===== config.mk =====
export PLATFORM = sky130hd
export DESIGN_NAME = prog_loader
export DESIGN_NICKNAME = d
export VERILOG_FILES = /design/src/rtl/prog_loader_pkg.sv /design/src/rtl/prog_loader.sv
export SDC_FILE = /design/constraint.sdc
export NUM_CORES = 1
export LEC_CHECK = 0
export BUFFER_PORTS_ARGS = -buffer_cell sky130_fd_sc_hd__buf_2
export CAP_MARGIN = 20
export CORE_MARGIN = 5
export CORE_UTILIZATION = 30
export CTS_CLUSTER_DIAMETER = 120
export DETAILED_ROUTE_END_ITERATION = 16
export SLEW_MARGIN = 20
export SYNTH_ARGS = -nofsm -noshare
export SYNTH_HDL_FRONTEND = slang
export SYNTH_SLANG_ARGS = --single-unit

===== constraint.sdc =====
create_clock -name pl_clk_i -period 2.9 [get_ports pl_clk_i]
set_input_delay 0.58 -clock pl_clk_i [delete_from_list [all_inputs] [get_ports pl_clk_i]]
set_output_delay 0.58 -clock pl_clk_i [all_outputs]
set_load 0.05 [all_outputs]

===== src/rtl/prog_loader_pkg.sv =====
`default_nettype none
//============================================================================
// Module  : prog_loader_pkg
// Brief   : Shared word/address sizes and loader state encodings, common to
//           the program loader and the RAM block it feeds.
// Revision: 1.0 - initial release
//============================================================================

`ifndef WORDSIZE
`define WORDSIZE 8
`endif

`ifndef ADDRSIZE
`define ADDRSIZE 4
`endif

package prog_loader_pkg;

  // Loader state encodings
  typedef enum logic [1:0] {
    PL_IDLE  = 2'd0,
    PL_LOAD  = 2'd1,
    PL_CHECK = 2'd2,
    PL_DONE  = 2'd3
  } pl_state_t;

endpackage : prog_loader_pkg

`default_nettype wire


===== src/rtl/prog_loader.sv =====
`default_nettype none
//============================================================================
// Module  : prog_loader
// Brief   : Streams LOAD_LEN program words into RAM through a valid/ready
//           port, holding the CPU in reset until the load completes.
//           Optional macro LOADER_CHECKSUM_EN adds a trailer-word checksum
//           check after the last data word.
// Revision: 1.0 - initial release
//============================================================================

`ifndef WORDSIZE
`define WORDSIZE 8
`endif

`ifndef ADDRSIZE
`define ADDRSIZE 4
`endif

module prog_loader
  import prog_loader_pkg::*;
#(
  parameter int LOAD_LEN = 16
) (
  input  logic                 pl_clk_i,
  input  logic                 pl_rst_i,
  input  logic                 pl_start_i,
  input  logic [`WORDSIZE-1:0] pl_data_i,
  input  logic                 pl_valid_i,
  output logic                 pl_ready_o,
  output logic                 pl_ram_we_o,
  output logic [`ADDRSIZE-1:0] pl_ram_addr_o,
  output logic [`WORDSIZE-1:0] pl_ram_data_o,
  output logic                 pl_busy_o,
  output logic                 pl_done_o,
  output logic                 pl_cpu_rst_o,
  output logic                 pl_err_o
);

  localparam logic [`ADDRSIZE-1:0] c_LAST_ADDR = `ADDRSIZE'(LOAD_LEN - 1);

  pl_state_t              r_state;
  pl_state_t              w_next;
  logic                   w_ready;
  logic                   w_busy;
  logic                   w_done;
  logic                   w_cpu_rst;
  logic                   w_hs;
  logic                   w_load_hs;
  logic                   w_start;
  logic [`ADDRSIZE-1:0]   r_addr;
  logic                   r_we;
  logic [`ADDRSIZE-1:0]   r_waddr;
  logic [`WORDSIZE-1:0]   r_wdata;

  assign w_hs      = pl_valid_i & w_ready;
  assign w_load_hs = w_hs && (r_state == PL_LOAD);
  // Start is only honoured when no load is in flight
  assign w_start   = pl_start_i && ((r_state == PL_IDLE) || (r_state == PL_DONE));

  // State register
  always_ff @(posedge pl_clk_i) begin
    if (pl_rst_i) r_state <= PL_IDLE;
    else          r_state <= w_next;
  end

  // Next-state and status decode
  always_comb begin
    w_next    = r_state;
    w_ready   = 1'b0;
    w_busy    = 1'b0;
    w_done    = 1'b0;
    w_cpu_rst = 1'b1;
    case (r_state)
      PL_IDLE: begin
        if (pl_start_i) w_next = PL_LOAD;
      end
      PL_LOAD: begin
        w_ready = 1'b1;
        w_busy  = 1'b1;
        if (pl_valid_i && (r_addr == c_LAST_ADDR)) begin
`ifdef LOADER_CHECKSUM_EN
          w_next = PL_CHECK;
`else
          w_next = PL_DONE;
`endif
        end
      end
      PL_CHECK: begin
        w_ready = 1'b1;
        w_busy  = 1'b1;
        if (pl_valid_i) w_next = PL_DONE;
      end
      PL_DONE: begin
        w_done    = 1'b1;
        w_cpu_rst = 1'b0;
        if (pl_start_i) w_next = PL_LOAD;
      end
      default: w_next = PL_IDLE;
    endcase
  end

  // Address counter and one-cycle-delayed RAM write port; reset drops any
  // write registered on the same edge
  always_ff @(posedge pl_clk_i) begin
    if (pl_rst_i) begin
      r_addr  <= '0;
      r_we    <= 1'b0;
      r_waddr <= '0;
      r_wdata <= '0;
    end else begin
      r_we <= 1'b0;
      if (w_start) begin
        r_addr <= '0;
      end else if (w_load_hs) begin
        r_we    <= 1'b1;
        r_waddr <= r_addr;
        r_wdata <= pl_data_i;
        // Hold at the last address so the counter never wraps
        if (r_addr != c_LAST_ADDR) r_addr <= r_addr + 1'b1;
      end
    end
  end

`ifdef LOADER_CHECKSUM_EN
  logic [`WORDSIZE-1:0] r_sum;
  logic                 r_err;

  // Running modulo sum of loaded words; trailer compared in CHECK
  always_ff @(posedge pl_clk_i) begin
    if (pl_rst_i) begin
      r_sum <= '0;
      r_err <= 1'b0;
    end else if (w_start) begin
      r_sum <= '0;
      r_err <= 1'b0;
    end else if (w_load_hs) begin
      r_sum <= r_sum + pl_data_i;
    end else if (w_hs && (r_state == PL_CHECK)) begin
      r_err <= (pl_data_i != r_sum);
    end
  end

  assign pl_err_o = r_err;
`else
  assign pl_err_o = 1'b0;
`endif

  assign pl_ready_o    = w_ready;
  assign pl_busy_o     = w_busy;
  assign pl_done_o     = w_done;
  assign pl_cpu_rst_o  = w_cpu_rst;
  assign pl_ram_we_o   = r_we;
  assign pl_ram_addr_o = r_waddr;
  assign pl_ram_data_o = r_wdata;

endmodule : prog_loader

`default_nettype wire


Word level (Yosys, flattened, before mapping)
Cells that the tools add are included.
{"block": "word_totals", "reg_bits": 19, "input_bits": 12, "out_inout_bits": 18, "elab_cells": 35}
{"block": "op_classes", "add_sub_neg": 1, "n_eq_ne": 8, "mux": 8, "n_bitwise": 2, "n_reduce_logical": 11}
{"cell": "2-to-1 mux 2 bit", "count": 3}
{"cell": "one-hot mux 2 bit (3 select lines)", "count": 1}
{"cell": "OR reduction 2 bit", "count": 3}
{"cell": "adder 4 x 1 -> 4 bit, second input constant", "count": 1}
{"cell": "== test 2 bit, second input constant", "count": 2}
{"cell": "== test 4 bit, second input constant", "count": 1}
{"cell": "2-to-1 mux 1 bit", "count": 4}
{"cell": "!= test 2 x 1 -> 1 bit, second input constant", "count": 2}
{"cell": "!= test 4 bit, second input constant", "count": 1}
{"cell": "AND reduction 2 bit", "count": 2}
{"cell": "logical AND 1 bit", "count": 3}
{"cell": "AND reduction 3 bit", "count": 1}
{"cell": "== test 2 x 1 -> 1 bit, second input constant", "count": 1}
{"cell": "zero test 2 bit", "count": 1}
{"cell": "!= test 2 bit, second input constant", "count": 1}
{"cell": "AND 1 bit", "count": 1}
{"cell": "logical OR 1 bit", "count": 1}
{"cell": "inverter 1 bit", "count": 1}

Longest topological paths before layout
Gate-level depths: netlist of run 1.
{"block": "depth", "word_depth": 6, "depth_mapped": 7, "mapped_depth_nobuf": 5}

Worst setup path before layout of run 1
OpenSTA, ideal clock, no wires.
{"block": "synth_path", "path_kind": "register -> output", "start": "register r_state[0]", "end": "output pl_ready_o", "arrival_time_ns": 1.339, "t_required_ns": 2.320, "path_slack_ns": 0.981, "path_stages_with_launch": 5, "path_buffers": 1, "cell_sequence": "dfxtp_1 > inv_1 > ha_1 > inv_1 > buf_4"}
{"block": "synth_between", "elab_chain_len": 3, "elab_cells_between_ends": 4, "classes_between": "2 x eq/ne; 1 x mux; 1 x reduce/logical"}
{"item": "start: declaration", "line": "prog_loader.sv:41", "text": "pl_state_t r_state;"}
{"item": "start signal: assignment", "line": "prog_loader.sv:63", "text": "else r_state <= w_next;"}
{"item": "== test 2 x 1 -> 1 bit or == test 2 bit (tied branches)"}
{"item": "OR reduction 2 bit (no source line) *"}
{"item": "2-to-1 mux 1 bit *"}
{"item": "end: declaration", "line": "prog_loader.sv:29", "text": "output logic pl_ready_o,"}
Mark *: on every way between the ends. The rest lies on a longest branch, timed or not.

Final worst setup path of run 1
{"block": "layout_path", "start": "register r_state[0]", "end": "output pl_ready_o"}
{"block": "layout_between", "elab_chain_len": 3, "elab_cells_between_ends": 4, "classes_between": "2 x eq/ne; 1 x mux; 1 x reduce/logical"}
{"item": "== test 2 x 1 -> 1 bit or == test 2 bit (tied branches)", "line": "prog_loader.sv:73", "text": "case (r_state)"}
{"item": "OR reduction 2 bit (no source line) *"}
{"item": "2-to-1 mux 1 bit *", "line": "prog_loader.sv:73"}
Marked as above.

==> results of run 1 <==
[logic make-up after synthesis]
group	share of synthesized area, %
AOI/OAI and AO/OA	23.8
DFF	44.4
other	0.438
buffers and inverters	8.90
and+or+nand+nor	16.6
adders and majority gates	5.84
[placed cells by master, fill, tap and decap left out, types with 3 or more instances in the layout]
cell / n
buf_2: 28
nand3_1: 13
o21ai_0: 13
ha_1: 4
inv_1: 5
clkbuf_4: 3
a21oi_1: 17
dfxtp_1: 19
[sequential cells by signal, indices dropped and copies added (netlist names)]
register,flops
pl_ram_data_o,8
pl_ram_addr_o,4
r_addr,4
r_state,2
pl_ram_we_o,1
[report_power, final]
part           leakage, nW  internal [mW]  switching [mW]  total (mW)
Clock               0.0177         0.0513          0.0804       0.132
Sequential           0.154          0.290          0.0177       0.307
Combinational        0.267         0.0904           0.308       0.399
[layer usage]
layer	vias to the layer above	track usage (%)	share of wire, %	routed length [um]
met4	0	3.64	0.91	18
met1	365	11.0	44	863
li1	402	-	-	-
met2	16	17.8	50	998
met5	-	0	0	0
met3	2	2.49	5.1	101
[critical path: stages, from the launching register on]
cell,delay [ns]
dfxtp_1,0.37
inv_1,0.07
ha_1,0.33
inv_1,0.09
buf_2,0.26
[stage by stage]
step	hold WS [ns]	cell area, um^2	power, mW	worst slack (ns)
after detailed placement	0.466	978	0.712	1.23
final	0.478	1010	0.838	0.909
after floorplan	0.470	857	0.652	0.981
after global placement	0.457	978	0.705	1.25
after global routing	0.515	1010	0.894	0.786
after CTS	0.483	1010	0.845	0.891
[path summary, 6_finish.rpt]
kind,startpoint,to,slack (ns),cells past startpoint
worst max-delay path,r_state[0],pl_ready_o,0.91,4
worst min-delay path,pl_ram_data_o[5],pl_ram_data_o[5],0.48,2
worst max register to register,r_state[1],r_addr[0],1.30,5
worst min register to register,pl_ram_data_o[5],pl_ram_data_o[5],0.48,2
[final cells by class]
class                   instances  area (um^2)  area share [%]
repair buffers                 28          140            13.9
multi-input cells              68          400            39.8
well taps                      31         38.8            3.86
inverters                       5         18.8            1.87
flip-flops and latches         19          380            37.8
clock buffers                   3         22.5            2.24
clock inverters                 1         5.00           0.498
[cells in the mapped netlist, types with 4 or more instances]
cell type	instances	area [um^2]
inv_1	5	18.8
a21oi_1	17	85.1
buf_2	4	20.0
ha_1	4	50.1
o21ai_0	13	65.1
dfxtp_1	19	380
nand3_1	13	65.1
==> flow_summary.toml, run 1 <==
[sta]
fin_crit_sh_pct = 68.7
worst_pin_slew_ns = 0.538
slew_headroom_pct = 64.1
finClkSkew_ns = 0.0110
period_minus_slack_ns = 1.99
tns_ns = 0
hold_viol = 0
rsz0062_at_grt = "false"
fmax_mhz = 502
finalMaxSlewViolations = 0
setup_violations = 0

[run]
cap_violations = 0

[yosys]
synth-seq-cells = 19
netlist_area_um2 = 857
ys_seq_area_share_pct = 44.4
async_flop_share_pct = 0
synth.distinct_cells = 27
synth_fp_nets = 118
synth_warnings = 0
synth_edf_count = 0
synthFlopType = "dfxtp_1"
avgSynthCellArea_um2 = 8.40
netlist_instances = 102

[worst_setup_path]
criticalPathCategory = "reg -> out"
startpoint_type = "flop"
crit_arrival_ns = 1.41
crit_fanout = 4
crit_path_end_kind = "output pin"
crit_required_ns = 2.32

[cts]
clock_latency_ns = 0.30
cts_tree = "built"
clk_pin_slew_ns = 0.11
cts_root_buf = "clkbuf_4"
post_cts.repair.setup_buffers = 0
cts_buffers = 3
cts_max_level = 1
clk_path_buf_depth = 2
clkSinkCount = 19
holdBufCountCts = 0
cts_resized = 0

[floorplanning]
die_w_um = 63.5
initial_core_util_pct = 31.1
fp.dieArea_mm2 = 0.00403
pin_count = 30
core-area_mm2 = 0.00276
die_y_um = 63.5
rows = 19

[route]
drt_iter0_drc = 42
ant_nets = 0
drc = 0
wl_per_cell_um = 12.8
wirelength_mm = 1.98
first_pass_iters = 4
via_per_inst = 5.06
num_vias = 785

[pwr]
ir_worst_vdd_uv = 319
power.density_mw_per_mm2 = 833
p_leak_nw = 0.439

[global_routing]
first_global_vias = 770
grt_max_degree = 19
grt_pass1_wl_mm = 3.37
antenna_found_initial = 0
grt_overflow = 0
grt_usage_pct = 9.85

[min_path]
min_path_type = "reg -> reg"

[placed_design]
gp_congestion = 0.786
dp_cells = 151
dp_hpwl_mm = 1.38
port_buffers = 28

[finish]
syn2layout_area_growth_pct = 17.4
diodes = 0
finish.utilization_pct = 36.5
nets = 141
drive_gt1_share_pct = 26.6
fillers = 288
instances_no_fill = 155

[status]
outcome = "finished, final reports clean"
(Power assumes the default switching activity.)
==> run 2, diff against run 1 <==
- clock period: 2.9 -> 2 ns (I/O delays scaled with it)
==> run 2 against run 1 <==
Compared with the run above:
- worst hold slack got worse by 0.15 ns
- non-clock buffer count increased by 2
- final area increased by 1.5%
- register-to-register slack got worse by 0.86 ns
- combinational power increased by 48%
- die area unchanged
- critical path depth unchanged
- sequential cell count unchanged
==> flow_summary.toml, run 2 (same netlist as run 1, synthesis figures left out) <==
[sta]
tns_ns = 0
fin_ws_ns = 0.157
period_minus_slack_ns = 1.84
fmax_mhz = 543
hold_viol = 0
finClkSkew_ns = 0.00778
holdWs_ns = 0.332
finalMaxSlewViolations = 0
rsz0062_at_grt = "false"
setup_violations = 0
fin_crit_sh_pct = 92.2

[worst_setup_path]
crit_path_end_kind = "output pin"
crit_required_ns = 1.60
criticalPathCategory = "reg -> out"
startpoint_type = "flop"
crit_fanout = 4
crit_arrival_ns = 1.44

[route]
wl_per_cell_um = 12.3
first_pass_iters = 4
num_vias = 787
drc = 0
via_per_inst = 5.01
wirelength_mm = 1.93
drt_iter0_drc = 52
ant_nets = 0

[floorplanning]
fp.dieArea_mm2 = 0.00403
core-area_mm2 = 0.00276
die_w_um = 63.5
pin_count = 30
rows = 19
die_y_um = 63.5
initial_core_util_pct = 31.1

[cts]
cts_max_level = 1
clk_pin_slew_ns = 0.11
clock_latency_ns = 0.30
cts_tree = "built"
clkSinkCount = 19
holdBufCountCts = 0
post_cts.repair.setup_buffers = 0
cts_resized = 0
cts_root_buf = "clkbuf_4"
clk_path_buf_depth = 2
cts_buffers = 3

[finish]
layout_common_cells = "28 x buf_2, 19 x dfxtp_1, 17 x a21oi_1"
finish.utilization_pct = 37.0
fillers = 293
drive_gt1_share_pct = 27.8
final_common_cell = "buf_2"
largest_register_ffs = 8
nets = 143
syn2layout_area_growth_pct = 19.1
diodes = 0

[placed_design]
gp_congestion = 0.850
port_buffers = 28
dp_hpwl_mm = 1.43
place_ws_ns = 0.442

[run]
cap_violations = 0

[pwr]
ir_worst_vdd_uv = 505
power.density_mw_per_mm2 = 1200
p_leak_nw = 0.448

[global_routing]
first_global_vias = 762
antenna_found_initial = 0
grt_pass1_wl_mm = 3.28
grt_usage_pct = 9.89
grt_overflow = 0
grt_max_degree = 18

[min_path]
min_path_type = "in -> reg"

[status]
outcome = "finished, final reports clean"
==> run 2: path summary, 6_finish.rpt <==
check / start / slack (ns) / cells past startpoint / to
max: r_state[0] / 0.16 / 4 / pl_ready_o
min: pl_data_i[0] / 0.33 / 3 / pl_ram_data_o[0]
max reg2reg: r_state[0] / 0.44 / 5 / r_addr[2]
min reg2reg: pl_ram_data_o[1] / 0.48 / 2 / pl_ram_data_o[1]
==> run 2: critical path, stage by stage (launching register included) <==
cell and delay, ns:
dfxtp_1 0.37, inv_1 0.07, ha_1 0.33, inv_1 0.11
buf_2 0.27
==> run 2: per-stage QoR <==
stage	instances	area, um^2	power (mW)
3_5_place_dp	153	993	1.04
5_1_grt	157	1020	1.31
2_1_floorplan	102	857	0.946
6_report	157	1020	1.23
4_1_cts	157	1020	1.25
3_3_place_gp	153	993	1.03
==> run 2: final cells by class <==
class                      count  area [um^2]  area share, %
multi-input combinational     68          400           39.2
clock inverter                 1         5.00          0.490
tap                           31         38.8           3.80
timing repair buffer          30          155           15.2
clock buffer                   3         22.5           2.21
sequential                    19          380           37.3
inverter                       5         18.8           1.84
==> run 2: power by group <==
group / internal [mW] / switching, mW / total (mW)
clock: 0.0746 / 0.121 / 0.196
combinational: 0.142 / 0.447 / 0.589
sequential: 0.420 / 0.0248 / 0.445
==> run 2: per-layer routing <==
metal	GRT usage [%]	routed length, um	vias up	share of wire, %
li1	-	-	405	-
met1	11.0	843	360	44
met2	17.8	963	18	50
met3	1.42	82	4	4.3
met4	5.45	35	0	1.8
met5	0	0	-	0
==> run 3, diff against run 2 <==
- SETUP_SLACK_MARGIN: not set -> 0.2
==> run 3 against run 2 <==
Compared with the run above:
- total power rose by 4.4%
- wire length fell by 0.16%
- largest cell class unchanged
- final area up 1.3%
- core utilization grew 0.50 points
- sequential power about the same
- cell count is the same
- worst setup slack improved by 0.14 ns
- sequential cell count did not move
- critical path type unchanged
- non-clock buffer count is the same
- combinational power increased by 8.8%
- largest power group unchanged
- clock-buffer cell count unchanged
==> flow_summary.toml, run 3 (same netlist as run 1, synthesis figures left out) <==
[pwr]
p_leak_nw = 0.450
power.total_mw = 1.28
ir_worst_vdd_uv = 505
power.density_mw_per_mm2 = 1240

[sta]
finalMaxSlewViolations = 0
fin_ws_ns = 0.293
rsz0062_at_grt = "false"
finClkSkew_ns = 0.00785
tns_ns = 0
hold_viol = 0
setup_violations = 0
period_minus_slack_ns = 1.71
fin_crit_sh_pct = 85.3
fmax_mhz = 586

[worst_setup_path]
r2r_setup_slack_ns = 0.46
crit_path_end_kind = "output pin"
startpoint_type = "flop"
criticalPathCategory = "reg -> out"
crit_end = "pl_busy_o"
reg2regPathDepth = 5
crit_path_start = "r_state[0]"
crit_arrival_ns = 1.31
crit_required_ns = 1.60
reg2reg_from = "r_state[0]"
r2r_end = "r_addr[2]"
crit_fanout = 4

[route]
via_per_inst = 5.02
num_vias = 788
first_pass_iters = 4
drc = 0
drt_iter0_drc = 69
wirelength_mm = 1.92
wl_per_cell_um = 12.2
ant_nets = 0

[floorplanning]
die_y_um = 63.5
initial_core_util_pct = 31.1
pin_count = 30
core-area_mm2 = 0.00276
die_w_um = 63.5
rows = 19
fp.dieArea_mm2 = 0.00403

[global_routing]
first_global_vias = 762
antenna_found_initial = 0
grt_max_degree = 18
grt_usage_pct = 9.89
grt_overflow = 0
grt_pass1_wl_mm = 3.28

[cts]
cts_root_buf = "clkbuf_4"
clock_latency_ns = 0.30
clkSinkCount = 19
clk_path_buf_depth = 2
clk_pin_slew_ns = 0.11
cts_max_level = 1
cts_tree = "built"
cts_buffers = 3

[placed_design]
gp_congestion = 0.850
port_buffers = 28
dpl_cell_area_um2 = 993
dp_cells = 153
dp_hpwl_mm = 1.43
place_ws_ns = 0.442

[finish]
nets = 143
final_common_cell = "buf_2"
fillers = 292
instances_no_fill = 157
layout_common_cells = "26 x buf_2, 18 x dfxtp_1, 17 x a21oi_1"
drive_gt1_share_pct = 29.4
syn2layout_area_growth_pct = 20.7
diodes = 0
largest_register_ffs = 8
stdcell_area_mm2 = 0.00103

[run]
cap_violations = 0

[min_path]
min_path_type = "in -> reg"

[status]
outcome = "finished, final reports clean"
[run 3: worst min-delay path by stage]
| stage | start | endpoint | slack (ns) | cells past startpoint |
|---|---|---|---|---|
| after floorplan | r_addr[3] | pl_ram_addr_o[3] | 0.47 | 2 |
| after global placement | pl_ram_data_o[4] | pl_ram_data_o[4] | 0.46 | 2 |
| final | pl_data_i[0] | pl_ram_data_o[0] | 0.33 | 3 |
| after CTS | pl_data_i[0] | pl_ram_data_o[0] | 0.32 | 3 |
| after detailed placement | pl_ram_data_o[6] | pl_ram_data_o[6] | 0.47 | 2 |
| after global routing | pl_data_i[0] | pl_ram_data_o[0] | 0.32 | 3 |
[run 3: power breakdown]
group / internal, mW / switching, mW
Clock: 0.0746 / 0.121
Sequential: 0.422 / 0.0248
Combinational: 0.183 / 0.458
Total: 0.679 / 0.604
[run 3: cell type report]
cell class	instances	area, um^2	area share [%]
multi-input cells	68	400	38.7
well taps	31	38.8	3.75
inverters	5	18.8	1.81
flip-flops and latches	19	382	36.9
repair buffers	30	168	16.2
clock inverters	1	5.00	0.484
clock buffers	3	22.5	2.18
[run 3: per-layer routing]
layer  up-vias  part of all wire, %  global-route usage, %
met4         0                  1.8                   5.45
met3         4                  4.3                   1.42
met1       361                   44                   11.0
met5         -                    0                      0
met2        18                   50                   17.8
li1        405                    -                      -
[run 3: repair_timing]
item                                    in CTS  in global routing
setup buffers                                0                  0
hold buffers                                 0                  0
endpoints found under the hold margin        0                  0
endpoints found under the setup margin       2                  2
gates resized for setup                      0                  8
[run 3: critical path, cell delays in order (launching register included)]
cell and delay, ns:
dfxtp_2 0.35, inv_1 0.05, ha_1 0.34, inv_2 0.10, buf_6 0.16
[run 3: per-stage QoR]
stage,utilization (%),hold WS (ns)
5_1_grt,37.5,0.321
6_report,37.5,0.332
3_3_place_gp,36.0,0.460
2_1_floorplan,-,0.470
4_1_cts,37.0,0.321
3_5_place_dp,36.0,0.468
